===== config.mk =====
export PLATFORM = sky130hd
export DESIGN_NAME = iter_alu
export DESIGN_NICKNAME = d
export VERILOG_FILES = /design/src/rtl/iter_alu.sv
export SDC_FILE = /design/constraint.sdc
export NUM_CORES = 1
export LEC_CHECK = 0
export ABC_AREA = 1
export CAP_MARGIN = 20
export CORE_MARGIN = 2
export CORE_UTILIZATION = 43
export DETAILED_ROUTE_END_ITERATION = 12
export SLEW_MARGIN = 20
export SYNTH_ARGS = -nofsm -noshare
export SYNTH_HDL_FRONTEND = slang
export SYNTH_SLANG_ARGS = --single-unit

===== constraint.sdc =====
create_clock -name clk -period 11.46 [get_ports clk]
set_input_delay 2.292 -clock clk [delete_from_list [all_inputs] [get_ports clk]]
set_output_delay 2.292 -clock clk [all_outputs]
set_load 0.02 [all_outputs]

===== src/rtl/iter_alu.sv =====
// iter_alu: multi-cycle integer ALU covering the RV32I ALU ops and the RV32M
// multiply/divide set, behind a valid/ready handshake.
// Base ops finish in one registered cycle; M ops iterate one bit per cycle.
// Build option: define ITER_ALU_FAST_MUL_EN to give MUL/MULH/MULHSU/MULHU a
// single-cycle combinational multiplier (divide stays iterative).
module iter_alu #(
  parameter int XLEN = 32,
  parameter int SHW  = $clog2(XLEN)
) (
  input  logic            clk,
  input  logic            rst,
  input  logic            in_valid,
  output logic            in_ready,
  input  logic [XLEN-1:0] a,
  input  logic [XLEN-1:0] b,
  input  logic [4:0]      op,
  output logic            out_valid,
  input  logic            out_ready,
  output logic [XLEN-1:0] result,
  output logic            zero
);

  typedef enum logic [1:0] {
    IDLE = 2'd0,
    BUSY = 2'd1,
    DONE = 2'd2
  } state_t;

  state_t state, state_nxt;

  // Iteration control
  logic [SHW-1:0] cnt;
  logic           last;

  // Operand preparation (combinational from the request)
  logic            a_sgn, b_sgn;
  logic            neg_a, neg_b;
  logic [XLEN-1:0] mag_a, mag_b;

  // Iterative datapath state, captured at accept
  logic [2:0]        f3_q;
  logic              negq_q;
  logic              nega_q;
  logic              bz_q;
  logic [XLEN-1:0]   opnd;
  logic [2*XLEN-1:0] acc;

  // One iteration step
  logic [XLEN:0]     mul_sum;
  logic [2*XLEN-1:0] mul_nxt;
  logic [XLEN:0]     rem_try;
  logic              div_ge;
  logic [XLEN-1:0]   rem_diff;
  logic [2*XLEN-1:0] div_nxt;
  logic [2*XLEN-1:0] acc_nxt;

`ifdef ITER_ALU_FAST_MUL_EN
  logic [2*XLEN-1:0] fast_prod;
`endif

  // Single-cycle base operations; shifts only look at the low SHW bits of y.
  function automatic logic [XLEN-1:0] base_alu(input logic [XLEN-1:0] x,
                                               input logic [XLEN-1:0] y,
                                               input logic [3:0]      sel);
    logic signed [XLEN-1:0] xs;
    logic signed [XLEN-1:0] ys;
    logic [SHW-1:0]         sh;
    xs = $signed(x);
    ys = $signed(y);
    sh = y[SHW-1:0];
    case (sel)
      4'b0000: base_alu = x & y;
      4'b0001: base_alu = x | y;
      4'b0010: base_alu = x + y;
      4'b0100: base_alu = x ^ y;
      4'b0101: base_alu = x << sh;
      4'b0110: base_alu = x - y;
      4'b0111: base_alu = x >> sh;
      4'b1000: base_alu = {{(XLEN-1){1'b0}}, (xs < ys)};
      4'b1101: base_alu = $unsigned(xs >>> sh);
      default: base_alu = '0;
    endcase
  endfunction

  // Restore the product sign and pick the low or high half.
  function automatic logic [XLEN-1:0] mul_fix(input logic [2*XLEN-1:0] p,
                                              input logic              neg,
                                              input logic              lo);
    logic [2*XLEN-1:0] s;
    s = neg ? -p : p;
    mul_fix = lo ? s[XLEN-1:0] : s[2*XLEN-1:XLEN];
  endfunction

  // Restore quotient/remainder signs; divide-by-zero yields all ones for the
  // quotient, and the remainder path already carries the dividend through.
  function automatic logic [XLEN-1:0] div_fix(input logic [XLEN-1:0] q,
                                              input logic [XLEN-1:0] r,
                                              input logic            negq,
                                              input logic            negr,
                                              input logic            bz,
                                              input logic            is_rem);
    if (is_rem)
      div_fix = negr ? -r : r;
    else if (bz)
      div_fix = '1;
    else
      div_fix = negq ? -q : q;
  endfunction

  // Signedness per funct3 and operand magnitudes
  always_comb begin
    a_sgn = (op[2:0] == 3'b001) || (op[2:0] == 3'b010) ||
            (op[2:0] == 3'b100) || (op[2:0] == 3'b110);
    b_sgn = (op[2:0] == 3'b001) || (op[2:0] == 3'b100) || (op[2:0] == 3'b110);
    neg_a = a_sgn & a[XLEN-1];
    neg_b = b_sgn & b[XLEN-1];
    mag_a = neg_a ? -a : a;
    mag_b = neg_b ? -b : b;
  end

`ifdef ITER_ALU_FAST_MUL_EN
  assign fast_prod = {{XLEN{1'b0}}, mag_a} * {{XLEN{1'b0}}, mag_b};
`endif

  // One shift-add multiply step and one restoring divide step
  always_comb begin
    mul_sum  = {1'b0, acc[2*XLEN-1:XLEN]} + (acc[0] ? {1'b0, opnd} : '0);
    mul_nxt  = {mul_sum, acc[XLEN-1:1]};
    rem_try  = acc[2*XLEN-1:XLEN-1];
    div_ge   = (rem_try >= {1'b0, opnd});
    rem_diff = rem_try[XLEN-1:0] - opnd;
    div_nxt  = div_ge ? {rem_diff, acc[XLEN-2:0], 1'b1}
                      : {rem_try[XLEN-1:0], acc[XLEN-2:0], 1'b0};
    acc_nxt  = f3_q[2] ? div_nxt : mul_nxt;
  end

  assign last = (state == BUSY) && (cnt == SHW'(XLEN-1));

  // State register
  always_ff @(posedge clk) begin
    if (rst)
      state <= IDLE;
    else
      state <= state_nxt;
  end

  // Next-state logic
  always_comb begin
    state_nxt = state;
    case (state)
      IDLE: begin
        if (in_valid) begin
          if (!op[4])
            state_nxt = DONE;
`ifdef ITER_ALU_FAST_MUL_EN
          else if (!op[2])
            state_nxt = DONE;
`endif
          else
            state_nxt = BUSY;
        end
      end
      BUSY:    if (last) state_nxt = DONE;
      DONE:    if (out_ready) state_nxt = IDLE;
      default: state_nxt = IDLE;
    endcase
  end

  // Handshake outputs decoded from state
  always_comb begin
    in_ready  = 1'b0;
    out_valid = 1'b0;
    case (state)
      IDLE:    in_ready  = 1'b1;
      DONE:    out_valid = 1'b1;
      default: ;
    endcase
  end

  // Iteration counter: cleared while idle, counts every BUSY cycle
  always_ff @(posedge clk) begin
    if (rst)
      cnt <= '0;
    else if (state == IDLE)
      cnt <= '0;
    else if (state == BUSY)
      cnt <= cnt + SHW'(1);
  end

  // ---- stage: accept -> iterate (operand capture, accumulator steps) ----
  // Multiply keeps the multiplier in acc low half; divide keeps the dividend.
  always_ff @(posedge clk) begin
    if (state == IDLE && in_valid) begin
      f3_q   <= op[2:0];
      negq_q <= neg_a ^ neg_b;
      nega_q <= neg_a;
      bz_q   <= (b == '0);
      opnd   <= op[2] ? mag_b : mag_a;
      acc    <= op[2] ? {{XLEN{1'b0}}, mag_a} : {{XLEN{1'b0}}, mag_b};
    end else if (state == BUSY) begin
      acc <= acc_nxt;
    end
  end

  // ---- stage: result register (base op at accept, M op on last step) ----
  always_ff @(posedge clk) begin
    if (rst) begin
      result <= '0;
    end else if (state == IDLE && in_valid) begin
      if (!op[4])
        result <= base_alu(a, b, op[3:0]);
`ifdef ITER_ALU_FAST_MUL_EN
      else if (!op[2])
        result <= mul_fix(fast_prod, neg_a ^ neg_b, op[1:0] == 2'b00);
`endif
    end else if (last) begin
      if (f3_q[2])
        result <= div_fix(acc_nxt[XLEN-1:0], acc_nxt[2*XLEN-1:XLEN],
                          negq_q, nega_q, bz_q, f3_q[1]);
      else
        result <= mul_fix(acc_nxt, negq_q, f3_q[1:0] == 2'b00);
    end
  end

  assign zero = (result == '0);

endmodule


==> results.md <==
- GRT overflow: 0
- Count of unique library cells instantiated by Yosys: between 70 and 80
- Status: complete, no violations
- Sw Pwr: approximately 2.3 mW
- Core Util, Final: 47.1%
- Synth Instances: about 4500
- Layout cells sized above 1: ~4.5%
- Power share of the clock group: between 10% and 20%
- CTS Sinks: 141
- Sw Share: 57.5%
- Worst setup endpoint: result[30]
- Placed instance area: 27200 µm²
- Htree depth: 4
- Postcts setup bufs: 0
- Reg2reg path depth: 27
- Max FO, Critical Path: 44
- Crit path DAT: between 6000 and 7000 ps
- Clock slew at reported path FFs: approximately 80 ps
- DP Cell Count: between 5000 and 6000
- Drt wl/cell: ~25 µm
- Startpoint Class: flip-flop
- Synth top area cells: nand2_1 (18%), edfxtp_1 (12%), inv_1 (9.1%)
- Final hold violations: 0
- Skew-Pair Late Insertion Delay: slightly below 500 ps
- Register bit total from synthesis: around 140
- Cell taking the most area after synthesis: nand2_1
- Gate power share: around 67%
- Syn. warnings: 0
- Post-synth net total: about 4800
- Routed Antenna Nets: 0
- Post-cts resize count: 0
- Worst EP required: roughly 12000 ps
- Int Pwr: between 1.5 and 2 mW
- P per Cell Area: around 140 nW/µm²
- Fin cells: between 5000 and 6000
- # nets final: around 4800
- Most common cell in the synthesized netlist: nand2_1
- Worst min-delay path class: reg -> reg
- Total track usage: a little over two fifths
- WHS: 458 ps
- Worst-case clock buffer depth: 2
- DRC viols: 0
- Pre-CTS setup slack: ~4700 ps
- Syn Std Cell Area: ~26000 µm²
- Max_cap viols: 0
- Sequential-to-total area share from yosys stat: around 15%
- Synth-to-layout area growth: 8.49%
- Post-detailed-routing wire length: 133 mm
- Hold Buf Count CTS: 0
- CTS tree: yes
- Synth Flop Type: edfxtp_1
- Pre-Repair DR Iteration Count: 8
- Overall power: 3.94 mW
- Chip Height: approximately 250 µm
- Period utilization: between 50% and 60%
- DRT iter0 DRCs: ~3800
- Slew Viols, Final: 0
- Initial Util: roughly 43%
- First-pass GRT wire length: approximately 190 mm
- Final setup viols: 0
- Sequential share of power: 18.6%
- Initial antenna violation count: 2
- RSZ-0062 raised after global routing: no
- PortBufs: around 110
- I/O pin count: ~110
- Site row count: a little under 90
- Crit. Startpoint: opnd[28]
- Die width: roughly 250 µm
- Min Tclk post-route: around 6500 ps
- Maximum VDD drop: ~140 µV
- Reg2reg end: result[30]
- Slew headroom: about a quarter
- DP Wirelength: approximately 110 mm
- Die footprint: between 60000 and 70000 µm²
- # diodes: 0
- Num CTS Buffers: 17
- Post-synth EDFFs: 102
- Core box area: around 59000 µm²
- Critical path class: reg -> reg
- Post-layout worst setup margin: between 4000 and 5000 ps
- Final setup skew: between 20 and 25 ps
- R2R setup slack: a little under 5000 ps
- Worst r2r src: opnd[28]
- Crit. End Element: flip-flop
- Slew @ Worst Pin: 1120 ps
- Mean area per synthesized cell: between 5 and 6 µm²
- Final GP Congestion: 1.08
- Pin count of the biggest net entering global routing: a little under 90
- Vias: approximately 32000
- Via density: 5.96
- CTS Root Cell: clkbuf_16
- Synth top cells by count: nand2_1 (1209), inv_1 (618), nor2_1 (434)
- LEAKAGE: roughly 14 nW
- Yosys top cell area share: 17.7%
- Ys async rst share: 0%
- Number of global-route vias before repair: approximately 30000
- Max Clk Rate: 153 MHz
- Cell area after layout: about 28000 µm²
- Final setup TNS: 0 ps
[worst min path at each step]
stage / from / endpoint / depth (start not counted)
floorplan: cnt[3] / cnt[3] / 1
global placement: cnt[3] / cnt[3] / 1
detailed placement: cnt[3] / cnt[3] / 1
CTS: cnt[3] / cnt[3] / 1
global route: cnt[3] / cnt[3] / 1
finish: cnt[3] / cnt[3] / 1
[layout by cell type (no fill, tap or decap), drive strengths merged, types with 10 or more instances in the layout]
master,netlist,final
clkbuf,119,17
dfxtp,39,39
nand3b,27,27
xor2,98,98
nor3,63,63
buf,66,56
inv,622,632
clkdlybuf4s50,0,103
or2,24,24
o2111ai,14,14
a221oi,15,15
o22ai,30,30
xnor2,10,10
a21oi,361,361
o211ai,43,43
nor4,22,22
edfxtp,102,102
nand3,374,374
a31oi,23,23
ha,167,167
o21a,20,20
o21bai,12,12
a2111oi,11,11
nand2,1239,1239
clkinv,7,11
nand4,39,39
mux2i,12,12
o21ai,426,426
nor2,464,464
[routing by layer]
metal	share of wire, %	track usage, %	wire length [µm]	vias to the layer above
li1	-	-	-	14907
met1	38	50.7	50900	14482
met2	43	66.6	57400	1710
met3	8.9	8.66	11800	458
met4	9.4	34.7	12500	4
met5	0.020	0	27	-
[cell families (layout without fill, tap and decap cells)]
group	Yosys count	in the layout	share of synthesized area (%)
DFF	141	141	15.0
muxes	12	12	0.469
buffers and inverters	815	820	12.5
AOI/OAI and AO/OA	1007	1007	22.1
xor gates and xnor gates	108	108	3.70
adders and majority gates	171	171	8.48
and+or+nand+nor	2261	2261	37.7
[critical path, stage by stage, from the launching register on]
cell	delay, ps
edfxtp_1	540
inv_1	90
ha_1	490
nand2_1	110
nand3b_1	140
nor2_1	50
nand2_1	260
a21oi_4	120
nor2_8	510
nand2_8	380
o21ai_2	450
ha_1	240
nand3_1	80
nor2_1	160
nand3_1	180
nor3_4	290
nand4_2	150
nor2_2	240
nand4_2	190
nor2_2	250
nand3_1	200
o21ai_2	370
nand2_1	90
nand2_1	60
nand3_1	210
nand3_1	140
nand3_1	200
a21oi_1	200
[power by group through the flow]
stage | clock [mW] | combinational [mW] | sequential, mW
after global placement | 0 | 2.50 | 0.738
after floorplan | 0 | 1.65 | 0.712
after CTS | 0.584 | 2.51 | 0.728
final | 0.581 | 2.62 | 0.733
after global routing | 0.598 | 2.82 | 0.739
after detailed placement | 0 | 2.50 | 0.739
[layout make-up]
class	count	area, µm²
fillers	6573	31100
multi-input cells	3559	18600
flip-flops and latches	141	3840
inverters	629	2360
repair buffers	159	1440
well taps	773	967
clock buffers	17	425
clock inverters	15	151
[sequential cells by signal, indices dropped and copies added (netlist names)]
register,cells
cnt,5
negq_q,1
nega_q,1
bz_q,1
opnd,32
state,2
acc,64
f3_q,3
result,32
(Power assumes the default switching activity.)
